===== config.mk =====
export PLATFORM = sky130hd
export DESIGN_NAME = datastore_reader_flat
export DESIGN_NICKNAME = d
export VERILOG_FILES = /design/src/rtl/datastore_reader_pkg.sv /design/src/rtl/datastore_reader_if.sv /design/src/rtl/datastore_byte_mux.sv /design/src/rtl/datastore_reader.sv /design/src/flat_wrapper.sv
export SDC_FILE = /design/constraint.sdc
export NUM_CORES = 1
export LEC_CHECK = 0
export ABC_AREA = 1
export BUFFER_PORTS_ARGS = -buffer_cell sky130_fd_sc_hd__buf_4
export CAP_MARGIN = 15
export CORE_UTILIZATION = 58
export DETAILED_ROUTE_END_ITERATION = 8
export PLACE_DENSITY = 0.85
export SLEW_MARGIN = 25
export SYNTH_ARGS = -nofsm -noshare
export SYNTH_HDL_FRONTEND = slang
export SYNTH_SLANG_ARGS = --single-unit

===== constraint.sdc =====
create_clock -name clk -period 35.1 [get_ports clk]
set_input_delay 3.51 -clock clk [delete_from_list [all_inputs] [get_ports clk]]
set_output_delay 3.51 -clock clk [all_outputs]
set_load 0.03 [all_outputs]

===== src/rtl/datastore_reader_pkg.sv =====
// Shared constants and state encoding for the datastore reader and writer.
package datastore_reader_pkg;

  localparam int NUM_BYTES = 28;
  localparam int BYTE_W    = 8;
  localparam int IDX_W     = 5;

  typedef enum logic [1:0] {
    IDLE = 2'd0,
    SEND = 2'd1,
    DONE = 2'd2
  } state_e;

endpackage


===== src/rtl/datastore_reader_if.sv =====
// Byte stream handshake between the datastore reader and its consumer.
interface datastore_reader_if #(
  parameter int BYTE_W = datastore_reader_pkg::BYTE_W,
  parameter int IDX_W  = datastore_reader_pkg::IDX_W
);

  logic [BYTE_W-1:0] byte_out;
  logic              byte_valid;
  logic              byte_ready;
  logic [IDX_W-1:0]  index_out;

  modport master (
    output byte_out,
    output byte_valid,
    output index_out,
    input  byte_ready
  );

  modport slave (
    input  byte_out,
    input  byte_valid,
    input  index_out,
    output byte_ready
  );

endinterface


===== src/rtl/datastore_byte_mux.sv =====
// Selects one byte out of the flat shadow store by index.
module datastore_byte_mux #(
  parameter int NUM_BYTES = datastore_reader_pkg::NUM_BYTES,
  parameter int BYTE_W    = datastore_reader_pkg::BYTE_W,
  parameter int IDX_W     = datastore_reader_pkg::IDX_W
) (
  input  logic [NUM_BYTES*BYTE_W-1:0] shadow,
  input  logic [IDX_W-1:0]            idx,
  output logic [BYTE_W-1:0]           byte_o
);

  // Out-of-range indices yield zero rather than X.
  always_comb begin
    byte_o = '0;
    for (int i = 0; i < NUM_BYTES; i++) begin
      if (idx == IDX_W'(i)) byte_o = shadow[i*BYTE_W +: BYTE_W];
    end
  end

endmodule


===== src/rtl/datastore_reader.sv =====
// Snapshots the datastore on start and streams length bytes out over a valid/ready link.
module datastore_reader
  import datastore_reader_pkg::IDX_W;
  import datastore_reader_pkg::state_e;
  import datastore_reader_pkg::IDLE;
  import datastore_reader_pkg::SEND;
  import datastore_reader_pkg::DONE;
#(
  parameter int NUM_BYTES = datastore_reader_pkg::NUM_BYTES,
  parameter int BYTE_W    = datastore_reader_pkg::BYTE_W
) (
  input  logic                        clk,
  input  logic                        reset,
  input  logic [NUM_BYTES*BYTE_W-1:0] datastore_in,
  input  logic [IDX_W-1:0]            length,
  input  logic                        start,
  datastore_reader_if.master          bus,
  output logic                        busy,
  output logic                        done
);

  function automatic logic [IDX_W-1:0] clamp_len(input logic [IDX_W-1:0] len);
    if (int'(len) > NUM_BYTES) return IDX_W'(NUM_BYTES);
    return len;
  endfunction

  state_e                      state_q, state_d;
  logic [IDX_W-1:0]            idx_q, idx_d;
  logic [IDX_W-1:0]            last_q, last_d;
  logic [NUM_BYTES*BYTE_W-1:0] shadow_q, shadow_d;
  logic                        valid_q, valid_d;
  logic                        done_q, done_d;
  logic                        busy_q, busy_d;
  logic [IDX_W-1:0]            eff_len;
  logic [BYTE_W-1:0]           mux_byte;

  always_comb begin
    state_d  = state_q;
    idx_d    = idx_q;
    last_d   = last_q;
    shadow_d = shadow_q;
    valid_d  = valid_q;
    done_d   = 1'b0;
    busy_d   = busy_q;
    eff_len  = clamp_len(length);
    case (state_q)
      IDLE: begin
        if (start) begin
          shadow_d = datastore_in;
          idx_d    = '0;
          last_d   = eff_len - IDX_W'(1);
          busy_d   = 1'b1;
          if (eff_len == '0) begin
            state_d = DONE;
            done_d  = 1'b1;
            valid_d = 1'b0;
          end else begin
            state_d = SEND;
            valid_d = 1'b1;
          end
        end
      end
      SEND: begin
        if (bus.byte_ready) begin
          if (idx_q == last_q) begin
            state_d = DONE;
            valid_d = 1'b0;
            done_d  = 1'b1;
          end else begin
            idx_d = idx_q + IDX_W'(1);
          end
        end
      end
      DONE: begin
        state_d = IDLE;
        busy_d  = 1'b0;
      end
      default: begin
        state_d = IDLE;
        valid_d = 1'b0;
        busy_d  = 1'b0;
      end
    endcase
  end

  // Shadow and last-index registers carry data only and are left out of reset.
  always_ff @(posedge clk) begin
    shadow_q <= shadow_d;
    last_q   <= last_d;
    if (reset) begin
      state_q <= IDLE;
      idx_q   <= '0;
      valid_q <= 1'b0;
      done_q  <= 1'b0;
      busy_q  <= 1'b0;
    end else begin
      state_q <= state_d;
      idx_q   <= idx_d;
      valid_q <= valid_d;
      done_q  <= done_d;
      busy_q  <= busy_d;
    end
  end

  datastore_byte_mux #(
    .NUM_BYTES (NUM_BYTES),
    .BYTE_W    (BYTE_W),
    .IDX_W     (IDX_W)
  ) u_mux (
    .shadow (shadow_q),
    .idx    (idx_q),
    .byte_o (mux_byte)
  );

  assign bus.byte_out   = valid_q ? mux_byte : '0;
  assign bus.byte_valid = valid_q;
  assign bus.index_out  = idx_q;
  assign busy           = busy_q;
  assign done           = done_q;

endmodule

===== src/flat_wrapper.sv =====
// flat-port wrapper written by rule: the top's interface ports become plain ports
module datastore_reader_flat import datastore_reader_pkg::IDX_W; import datastore_reader_pkg::state_e; import datastore_reader_pkg::IDLE; import datastore_reader_pkg::SEND; import datastore_reader_pkg::DONE;
#(
  parameter int NUM_BYTES = datastore_reader_pkg::NUM_BYTES,
  parameter int BYTE_W    = datastore_reader_pkg::BYTE_W
)
  (clk, reset, datastore_in, length, start, busy, done, bus_byte_out, bus_byte_valid, bus_index_out, bus_byte_ready);
  datastore_reader_if #(.BYTE_W(BYTE_W)) bus_i ();
  input  logic clk;
  input  logic reset;
  input  logic [NUM_BYTES*BYTE_W-1:0] datastore_in;
  input  logic [IDX_W-1:0] length;
  input  logic start;
  output logic busy;
  output logic done;
  output wire logic [$bits(bus_i.byte_out)-1:0] bus_byte_out;
  output wire logic [$bits(bus_i.byte_valid)-1:0] bus_byte_valid;
  output wire logic [$bits(bus_i.index_out)-1:0] bus_index_out;
  input wire logic [$bits(bus_i.byte_ready)-1:0] bus_byte_ready;
  assign bus_byte_out = bus_i.byte_out;
  assign bus_byte_valid = bus_i.byte_valid;
  assign bus_index_out = bus_i.index_out;
  assign bus_i.byte_ready = bus_byte_ready;
  datastore_reader #(.NUM_BYTES(NUM_BYTES), .BYTE_W(BYTE_W)) u_core (.clk(clk), .reset(reset), .datastore_in(datastore_in), .length(length), .start(start), .bus(bus_i), .busy(busy), .done(done));
endmodule

# [After elaboration in Yosys (flattened, before gate mapping)]
# Cells that the tools add are included.
[totals] reg_bits=239 inputBits=233 output_inout_bits=16 elab_cells=108
[op_classes] add_sub_neg=2 order_cmp=1 n_eq_ne=34 n_mux=53 n_bitwise=2 n_reduce_logical=9
[op_table] op="two-way mux 8 bit" n=29
[op_table] op="equality test 5 bit (second input constant)" n=12
[op_table] op="equality test 5 x 4 -> 1 bit (second input constant)" n=8
[op_table] op="two-way mux 5 bit" n=5
[op_table] op="equality test 5 x 3 -> 1 bit (second input constant)" n=4
[op_table] op="equality test 5 x 2 -> 1 bit (second input constant)" n=2
[op_table] op="zero test 5 bit" n=2
[op_table] op="two-way mux 1 bit" n=10
[op_table] op="one-hot mux 5 bit (2 select lines)" n=1
[op_table] op="two-way mux 2 bit" n=4
[op_table] op="AND reduction 4 bit" n=2
[op_table] op="inequality test 2 bit (second input constant)" n=3
[op_table] op="adder 5 x 1 -> 5 bit (second input constant)" n=1
[op_table] op="equality test 5 x 1 -> 1 bit (second input constant)" n=1
[op_table] op="equality test 5 bit" n=1
[op_table] op="> comparator 5 bit (second input constant)" n=1
[op_table] op="subtractor 5 x 1 -> 5 bit (second input constant)" n=1
[op_table] op="one-hot mux 1 bit (2 select lines)" n=2
[op_table] op="one-hot mux 2 bit (2 select lines)" n=1
[op_table] op="AND reduction 2 bit" n=2
[op_table] op="one-hot mux 1 bit (3 select lines)" n=1
[op_table] op="AND reduction 3 bit" n=1
[op_table] op="equality test 2 x 1 -> 1 bit (second input constant)" n=1
[op_table] op="equality test 2 bit (second input constant)" n=1
[op_table] op="other kinds (4)" n=5

# [Logic depth before layout (Yosys ltp)]
# Gate-level depths: netlist of run 1.
[depth] depth_word=30 ltp_mapped=35 depth_no_buf=34

# [Hierarchy]
# A second synthesis of run 1 with hierarchy kept.
[unflattened] hier_cells=850 hier_area_um2=9806.9
[by_module_without_submodules] module="datastore_reader" n_inst=1 cells_per_inst=353 area_each_um2=7638.6 seq_area_each_um2=7076.8
[by_module_without_submodules] module="datastore_byte_mux" n_inst=1 cells_per_inst=497 area_each_um2=2168.3 seq_area_each_um2=0.0

# [Worst setup path before layout of run 1]
# Ideal clock, no wire load.
[synth_timing] path_type="input-to-reg" start="input port start" end="register u_core.idx_q[3], in the netlist u_core.bus.index_out[3]" setup_ps=128 arrival_ps=13845 path_slack_ps=21127 cell_stages=5 cell_sequence="inv_1 nor2_1 inv_1 nand2_1 nor3b_1"
[synth_between] elab_chain_len=2
[synth_lines] element="start, declared" line="flat_wrapper.sv:13" rtl="input logic start;"
[synth_lines] element="inequality test 2 bit (no line)"
[synth_lines] element="AND reduction 4 bit (no line)"
[synth_lines] element="end signal, assigned" line="datastore_reader.sv:98" rtl="idx_q <= idx_d;"
[synth_lines] element="end, declared" line="datastore_reader.sv:28" rtl="logic [IDX_W-1:0] idx_q, idx_d;"
# No other way between the ends.
# A chain may end at the register's enable or synchronous reset.

# [Worst setup path after layout of run 1]
[layout_timing] start="register u_core.idx_q[4], in the netlist u_core.bus.index_out[4]" end="output port bus_byte_out[4]"
[layout_between] elab_chain_len=30 word_cells_on_any_way=57 classes_between="eq/ne: 27; mux: 29; reduce/logical: 1"
[layout_lines] element="zero test 5 bit" line="datastore_byte_mux.sv:16" rtl="if (idx == IDX_W'(i)) byte_o = shadow[i*BYTE_W +: BYTE_W];"
[layout_lines] element="two-way mux 8 bit (27 in series)" line="datastore_byte_mux.sv:16"
[layout_lines] element="two-way mux 8 bit (*)" line="datastore_byte_mux.sv:16"
[layout_lines] element="two-way mux 8 bit (*)" line="datastore_reader.sv:115" rtl="assign bus.byte_out = valid_q ? mux_byte : '0;"
[layout_lines] element="end, declared" line="flat_wrapper.sv:16" rtl="output wire logic [$bits(bus_i.byte_out)-1:0] bus_byte_out;"
# Every way passes the cells marked *; elsewhere a longest branch is shown, timed or not.

==> results of run 1 <==
[how the worst min path moves through the flow]
| stage | startpoint | endpoint | slack, ps | cells after the start |
|---|---|---|---|---|
| 2_1_floorplan | u_core.state_q[1]$_SDFFE_PP0P_ | u_core.busy$_SDFFE_PP0P_ | 530 | 3 |
| 6_report | u_core.busy$_SDFFE_PP0P_ | u_core.busy$_SDFFE_PP0P_ | 480 | 2 |
| 5_1_grt | u_core.busy$_SDFFE_PP0P_ | u_core.busy$_SDFFE_PP0P_ | 510 | 2 |
| 3_5_place_dp | u_core.busy$_SDFFE_PP0P_ | u_core.busy$_SDFFE_PP0P_ | 470 | 2 |
| 3_3_place_gp | u_core.busy$_SDFFE_PP0P_ | u_core.busy$_SDFFE_PP0P_ | 460 | 2 |
| 4_1_cts | u_core.busy$_SDFFE_PP0P_ | u_core.busy$_SDFFE_PP0P_ | 480 | 2 |
[routing by layer]
metal  part of all wire  vias to the layer above  track usage
li1                   -                     3869            -
met5                  0                        -            0
met1               0.40                     3690        0.322
met2               0.51                      304        0.467
met3              0.066                       64       0.0497
met4              0.032                        0       0.0904
[layout make-up]
class / count / area (um2)
fill: 1244 / 4460
clock inverter: 20 / 200
tap: 229 / 287
inverter: 147 / 568
timing repair buffer: 251 / 1920
clock buffer: 26 / 629
sequential: 239 / 7080
multi-input combinational: 615 / 2830
[power groups by stage]
stage	Sequential (mW)	Clock, mW	Combinational (mW)
finish	0.374	0.267	0.181
global placement	0.379	0	0.172
detailed placement	0.379	0	0.180
floorplan	0.391	0	0.110
CTS	0.373	0.271	0.182
global route	0.376	0.281	0.201
[synthesized netlist by cell type (4+ instances only)]
cell        n
o21ai_0    52
dfxtp_1    10
or2_0       4
nor3_1      4
or2_2      25
nor2_2      5
nor2_1     62
ha_1        6
edfxtp_1  229
o21ai_1     9
inv_2       6
buf_6       5
inv_1     136
a21oi_1    18
o21bai_1    4
clkbuf_1    7
nand2_1   319
buf_4       4
buf_2       8
xor2_1      4
nand3_1    76
[kinds of logic (layout without fill, tap and decap cells)]
logic type | after synthesis | in the layout | synth area share
AND/OR/NAND/NOR | 515 | 515 | 0.210
AO/OA/AOI/OAI | 89 | 89 | 0.0447
flip-flops | 239 | 239 | 0.667
XOR/XNOR | 5 | 5 | 0.00412
buffers and inverters | 171 | 444 | 0.0679
adder cells (fa/ha/maj) | 6 | 6 | 0.00707
[critical path, delay by kind of cell, from the launching register on]
family / cells / cell delay (ps)
and+or+nand+nor: 25 / 2160
AOI/OAI and AO/OA: 5 / 670
buffers and inverters: 2 / 330
DFF: 1 / 810
[per-stage QoR]
stage | hold WS [ps] | setup WS, ps | total power [mW]
2_1_floorplan | 534 | 21130 | 0.501
3_3_place_gp | 460 | 27820 | 0.551
3_5_place_dp | 468 | 27690 | 0.559
4_1_cts | 481 | 27060 | 0.826
5_1_grt | 509 | 26750 | 0.858
6_report | 479 | 27100 | 0.822
[state kept, by name, indices dropped and copies added, names as in the netlist]
| register | flops |
|---|---|
| u_core.busy | 1 |
| u_core.shadow_q | 224 |
| u_core.state_q | 2 |
| u_core.bus.index_out | 5 |
| u_core.last_q | 5 |
| u_core.done | 1 |
| u_core.bus.byte_valid | 1 |
==> impl_metrics.yaml, run 1 <==
clock_tree:
  cts-root-buf: "clkbuf_16"
  cts.sinks: 239
  clock_latency_ps: 520
  ctsResizeCount: 0
  cts_buffers: 25
  hold_buffers: 0
  cts_tree: "built"
  clkTransAtPathRegs_ps: 60
  clockBufferDepth: 3
  cts_setup_buffers: 0
  cts_max_level: 1
worst_setup_path:
  cp_slowest_cell: "dfxtp_1"
  crit_type: "reg -> out"
  crit_end: "bus_byte_out[4]"
  cp.required_ps: 31590
  start_kind: "register"
  r2r_slack_ps: 32960
  r2r-start: "u_core.state_q[1]$_SDFFE_PP0P_"
  worstPathMaxFanout: 11
  crit_path_max_incr_delay_ps: 810
  r2r_end: "u_core.shadow_q[80]$_DFFE_PP_"
  worstSetupStartpoint: "u_core.bus.index_out[4]$_SDFFE_PP0P_"
  cpMostUsedCell: "nand2_1"
  reg2regPathDepth: 5
  end_kind: "output port"
  worstPathArrival_ps: 4490
timing:
  period_needed_ps: 8000
  setup_tns_ps: 0
  worstMarginPinSlew_ps: 751
  hold_viol: 0
  fmax_mhz: 125
  skew_ps: 14.9
  maxSlewViolCount: 0
  slew_headroom: 0.499
  rsz0062_at_grt: "no"
  finalCritPeriodShare: 0.228
  setup_violations: 0
power_and_ir_drop:
  p_clk_frac: 0.325
  peakVddDrop_v: 0.0000554
  powerDensity_mw_per_mm2: 60.9
  p_seq_frac: 0.454
  power.leakage_nw: 5.86
  netSwitchingPower_uw: 239
  p_comb_frac: 0.220
  switching_share: 0.291
  internal-power_uw: 583
global_routing:
  grt_use_total: 0.263
  gr-total-overflow: 0
  antenna_found_initial: 0
  grt_pass1_vias: 7602
  grt_pass1_wl_mm: 37.5
  grt_max_degree: 120
placement:
  dp_hpwl_mm: 18.4
  place_inst: 1481
  port_buffers: 248
  place_congestion: 0.886
  post_dp_cell_area_mm2: 0.0127
flow_run:
  maxCapViolCount: 0
yosys:
  synth_top_cell_by_area: "edfxtp_1"
  synth.top_cell.area_share: 0.648
  ys_warn_count: 0
  ys_seq_elements: 239
  synth_fp_nets: 1264
  synth_flop_cell: "edfxtp_1"
  synth_cell_types: 43
  ys_top_cells_by_area: "edfxtp_1 (65%), nand2_1 (11%), inv_1 (4.8%)"
  synth-edff-count: 229
  seq_area_frac_synth: 0.667
  syn_area_mm2: 0.0106
  syn_inst: 1025
  async_reset_ff_frac: 0
  syn_avg_cell_area_um2: 10.4
cells_and_area:
  fin_cells: 1527
  drive_gt1_frac: 0.264
  mostFrequentLayoutCells: "nand2_1 (319), buf_4 (249), edfxtp_1 (229)"
  final_common_cell: "nand2_1"
  syn_to_final_growth_pct: 27.2
  design_area_mm2: 0.0135
  final_nets: 1518
  antenna_cells: 0
  fin_util: 0.752
detailed_routing:
  totalWireLength_mm: 25.7
  viasPerCell: 5.19
  wire_per_inst_um: 16.8
  ant_nets: 0
  first_iter_violations: 687
  first_pass_iters: 5
  num_vias: 7927
  drcViolationCount: 0
die:
  ios: 249
  fp.dieW_um: 137
  die_h_um: 137
  rows: 49
  core_mm2: 0.0180
  initial_utilization: 0.591
  dieArea_mm2: 0.0188
worst_hold_path:
  hold_path_class: "reg -> reg"
status:
  status: "complete, no violations"
(Power assumes the default switching activity.)
==> run 2, diff against run 1 <==
- CORE_UTILIZATION: 58 -> 54
- PLACE_DENSITY: 0.85 -> 0.8
- clock period: 35.1 -> 7.5 ns (I/O delays scaled with it)
==> run 2 against run 1 <==
  * Design area shrank 0.14%
  * Final cell count grew 2.0%
  * Wire length shrank 3.0%
  * Clock power grew to 4.5 times the previous value
  * Sequential cell count is the same
  * Register-to-register slack lost 28000 ps
  * Die area grew 7.3%
  * Largest cell class unchanged
  * Largest power group unchanged
==> impl_metrics.yaml, run 2 (same netlist as run 1, synthesis figures left out) <==
detailed_routing:
  viasPerCell: 5.01
  first_iter_violations: 436
  wire_per_inst_um: 16.0
  num_vias: 7800
  ant_nets: 0
  totalWireLength_mm: 24.9
  first_pass_iters: 5
  drcViolationCount: 0
global_routing:
  grt_pass1_wl_mm: 37.8
  grt_use_total: 0.245
  antenna_found_initial: 0
  gr-total-overflow: 0
  grt_pass1_vias: 7566
  grt_max_degree: 90
placement:
  place_congestion: 0.837
  post_dp_cell_area_mm2: 0.0127
  place_inst: 1512
  dp_hpwl_mm: 18.2
  port_buffers: 248
worst_setup_path:
  reg2regPathDepth: 5
  cpLargestDelayFamily: "simple AND/OR/NAND/NOR gates"
  start_kind: "register"
  cp_num_buf_inv: 2
  crit_type: "reg -> out"
  cp_slowest_cell: "dfxtp_1"
  r2r_end: "u_core.shadow_q[144]$_DFFE_PP_"
  r2r-start: "u_core.state_q[1]$_SDFFE_PP0P_"
  worstPathArrival_ps: 4400
  end_kind: "output port"
  r2r_slack_ps: 4770
  cp.required_ps: 6750
  worstPathMaxFanout: 11
  cpMostUsedCell: "nand2_1"
  crit_path_max_incr_delay_ps: 790
timing:
  rsz0062_at_grt: "no"
  setup_tns_ps: 0
  fmax_mhz: 194
  period_needed_ps: 5150
  worstMarginPinSlew_ps: 1020
  finalCritPeriodShare: 0.686
  skew_ps: 8.53
  setup_violations: 0
  slew_headroom: 0.322
  hold_viol: 0
  maxSlewViolCount: 0
die:
  ios: 249
  initial_utilization: 0.560
  dieArea_mm2: 0.0202
  rows: 50
  core_mm2: 0.0190
  fp.dieW_um: 142
  die_h_um: 142
clock_tree:
  cts_max_level: 1
  cts_setup_buffers: 0
  cts_tree: "built"
  clkTransAtPathRegs_ps: 60
  cts_buffers: 26
  cts-root-buf: "clkbuf_16"
  cts.sinks: 239
  ctsResizeCount: 0
  clock_latency_ps: 520
  hold_buffers: 0
  clockBufferDepth: 3
power_and_ir_drop:
  p_seq_frac: 0.461
  internal-power_mw: 2.70
  powerDensity_mw_per_mm2: 281
  p_comb_frac: 0.221
  power.leakage_nw: 5.82
  peakVddDrop_v: 0.000245
  netSwitchingPower_mw: 1.09
  switching_share: 0.288
  p_clk_frac: 0.318
worst_hold_path:
  hold_path_class: "in -> reg"
  holdPathEnd: "u_core.shadow_q[9]$_DFFE_PP_"
  min_from: "datastore_in[9]"
  hold_path_depth: 1
cells_and_area:
  antenna_cells: 0
  drive_gt1_frac: 0.257
  final_common_cell: "nand2_1"
  regMostFlops: "u_core.shadow_q"
  final_nets: 1519
  mostFrequentLayoutCells: "nand2_1 (319), buf_4 (250), edfxtp_1 (229)"
  design_area_mm2: 0.0135
  fin_cells: 1558
  largest_reg_flops: 224
  syn_to_final_growth_pct: 27.0
flow_run:
  maxCapViolCount: 0
status:
  status: "complete, no violations"
run 2: cell types whose count changed in the layout (fill, tap and decap cells not counted), sizes merged:
cell	delta
inv	-1
clkbuf	+7
bufinv	-2
clkinv	-4
run 2: final cells by class:
cell class	count	area, um2
sequential	239	7080
clock buffer	33	698
multi-input combinational	615	2830
fill	1382	5470
clock inverter	13	103
timing repair buffer	251	1890
inverter	147	568
tap	260	325
run 2: through the flow:
stage	setup WS, ps	hold WS, ps	power (mW)	utilization
3_3_place_gp	2870	485	2.59	0.669
2_1_floorplan	181	534	2.31	-
6_report	2350	406	3.78	0.712
5_1_grt	1850	385	3.97	0.712
4_1_cts	2280	387	3.81	0.711
3_5_place_dp	2840	482	2.61	0.669
run 2: worst reg2reg max path: stages (launching register included):
cell     delay (ps)
dfxtp_1         330
nor2_1          100
inv_1            70
nor2_4          560
buf_4           520
buf_6           690
run 2: power groups by stage:
stage                     registers, mW  logic (mW)  clock network [mW]
final                              1.75       0.837                1.20
after global routing               1.76       0.936                1.28
after CTS                          1.75       0.837                1.22
after detailed placement           1.77       0.833                   0
after global placement             1.77       0.818                   0
after floorplan                    1.80       0.513                   0
run 2: how the worst max path moves through the flow:
stage	cells after the start	start	to
3_5_place_dp	30	u_core.bus.index_out[4]$_SDFFE_PP0P_	bus_byte_out[7]
4_1_cts	30	u_core.bus.index_out[4]$_SDFFE_PP0P_	bus_byte_out[1]
6_report	32	u_core.bus.index_out[4]$_SDFFE_PP0P_	bus_byte_out[4]
3_3_place_gp	30	u_core.bus.index_out[4]$_SDFFE_PP0P_	bus_byte_out[1]
5_1_grt	30	u_core.bus.index_out[4]$_SDFFE_PP0P_	bus_byte_out[1]
2_1_floorplan	5	start	u_core.bus.index_out[3]$_SDFFE_PP0P_
run 2: per-layer routing:
metal  vias up  part of all wire  global-route usage
met3        38             0.073              0.0444
met4         0             0.021              0.0679
met1      3619              0.40               0.318
li1       3864                 -                   -
met5         -                 0                   0
met2       279              0.50               0.424
==> run 3, diff against run 2 <==
- CORE_UTILIZATION: 54 -> 49
- PLACE_DENSITY: 0.8 -> 0.77
- clock period: 7.5 -> 4.2 ns (I/O delays scaled with it)
==> run 3 against run 2 <==
  * Sequential cell count is the same
  * The run now ends with setup timing left
  * Utilization down 4.8 points
  * Clock-buffer cell count increased by 1
  * Final cell count increased by 3.5%
  * Die area grew 10%
  * Combinational power up 110%
  * Sequential power is 78% higher
  * Setup slack got worse by 2500 ps
  * Via count increased by 3.2%
  * Design area increased by 4.1%
  * Non-clock buffer count increased by 38
==> impl_metrics.yaml, run 3 (same netlist as run 1, synthesis figures left out) <==
status:
  status: "complete, but fails checks"
  violations: "setup timing"
cells_and_area:
  drive_gt1_frac: 0.312
  regMostFlops: "u_core.shadow_q"
  largest_reg_flops: 224
  syn_to_final_growth_pct: 32.2
  final_nets: 1557
  final_common_cell: "nand2_1"
  antenna_cells: 0
  mostFrequentLayoutCells: "nand2_1 (314), buf_4 (278), edfxtp_1 (229)"
timing:
  finalCritPeriodShare: 1.03
  rsz0062_at_grt: "yes"
  skew_ps: 11.3
  fin_hold_ws_ps: 62.0
  hold_viol: 0
  worstMarginPinSlew_ps: 1040
  slew_headroom: 0.306
  maxSlewViolCount: 0
  period_needed_ps: 4310
  fmax_mhz: 232
  setup_violations: 6
  worst_slack_ps: -112
die:
  dieArea_mm2: 0.0223
  initial_utilization: 0.502
  ios: 249
  core_mm2: 0.0212
  rows: 53
  die_h_um: 149
  fp.dieW_um: 149
clock_tree:
  cts_max_level: 1
  cts-root-buf: "clkbuf_16"
  clockBufferDepth: 3
  cts.sinks: 239
  clkTransAtPathRegs_ps: 60
  cts_buffers: 26
  hold_buffers: 0
  clock_latency_ps: 530
  cts_tree: "built"
detailed_routing:
  num_vias: 8046
  first_iter_violations: 495
  first_pass_iters: 5
  wire_per_inst_um: 16.4
  viasPerCell: 4.99
  drcViolationCount: 0
  totalWireLength_mm: 26.4
  ant_nets: 0
power_and_ir_drop:
  power.leakage_nw: 6.08
  peakVddDrop_v: 0.000531
  total_power_mw: 7.00
  powerDensity_mw_per_mm2: 499
global_routing:
  grt_use_total: 0.232
  grt_pass1_vias: 7832
  grt_max_degree: 124
  gr-total-overflow: 0
  grt_pass1_wl_mm: 39.6
  antenna_found_initial: 0
placement:
  place_congestion: 0.845
  dp_hpwl_mm: 18.1
  port_buffers: 248
  pre_cts_ws_ps: 248
worst_setup_path:
  worstPathMaxFanout: 6
  crit_type: "reg -> out"
  cp_slowest_cell: "dfxtp_4"
  worstPathArrival_ps: 3890
  start_kind: "register"
  end_kind: "output port"
  cpMostUsedCell: "nand2_1"
  cp.required_ps: 3780
  crit_path_max_incr_delay_ps: 380
flow_run:
  maxCapViolCount: 0
worst_hold_path:
  hold_path_class: "in -> reg"
## run 3: metrics by stage
step | util | setup TNS (ps) | cells | instance area (um2)
after floorplan | - | -17280 | 1025 | 10600
after global placement | 0.605 | 0 | 1536 | 12800
after detailed placement | 0.605 | 0 | 1536 | 12800
after CTS | 0.652 | -10.6 | 1597 | 13800
after global routing | 0.663 | -2790 | 1612 | 14000
final | 0.663 | -349 | 1612 | 14000
## run 3: path summary, 6_finish.rpt
kind / startpoint / end / slack (ps) / cells after the start
worst min-delay path: datastore_in[141] / u_core.shadow_q[141]$_DFFE_PP_ / 60 / 1
worst max register to register: u_core.bus.index_out[4]$_SDFFE_PP0P_ / u_core.bus.index_out[3]$_SDFFE_PP0P_ / 2290 / 8
worst max-delay path: u_core.bus.index_out[0]$_SDFFE_PP0P_ / bus_byte_out[1] / -110 / 31
worst min register to register: u_core.busy$_SDFFE_PP0P_ / u_core.busy$_SDFFE_PP0P_ / 470 / 2
## run 3: power by group
part | internal [mW] | total (mW) | switching (mW)
Clock | 1.20 | 2.10 | 0.907
Sequential | 3.01 | 3.12 | 0.113
Combinational | 0.708 | 1.77 | 1.06
## run 3: worst max-delay path, delay by kind of cell (launching register included)
| family | cells | cell delay (ps) |
|---|---|---|
| AOI/OAI and AO/OA | 5 | 610 |
| adders and majority gates | 1 | 140 |
| buffers and inverters | 2 | 250 |
| DFF | 1 | 380 |
| and+or+nand+nor | 23 | 1970 |
## run 3: per-layer routing
layer  share of wire  up-vias  track usage
li1                -     3947            -
met1            0.40     3755        0.298
met2            0.50      281        0.400
met3           0.060       63       0.0315
met4           0.035        0       0.0827
met5               0        -            0
## run 3: layout make-up
class	instances	area, um2
clock inverters	13	91.3
clock buffers	34	681
repair buffers	289	2240
well taps	275	344
flip-flops and latches	239	7090
multi-input cells	615	3010
fillers	1626	7120
inverters	147	578
## run 3: timing repair
item / CTS / global route
pin swaps: 15 / 33
gates cloned: 0 / 0
endpoints found under the hold margin: 0 / 0
endpoints found under the setup margin: 8 / 8
resized for setup: 41 / 28
setup buffers: 14 / 15
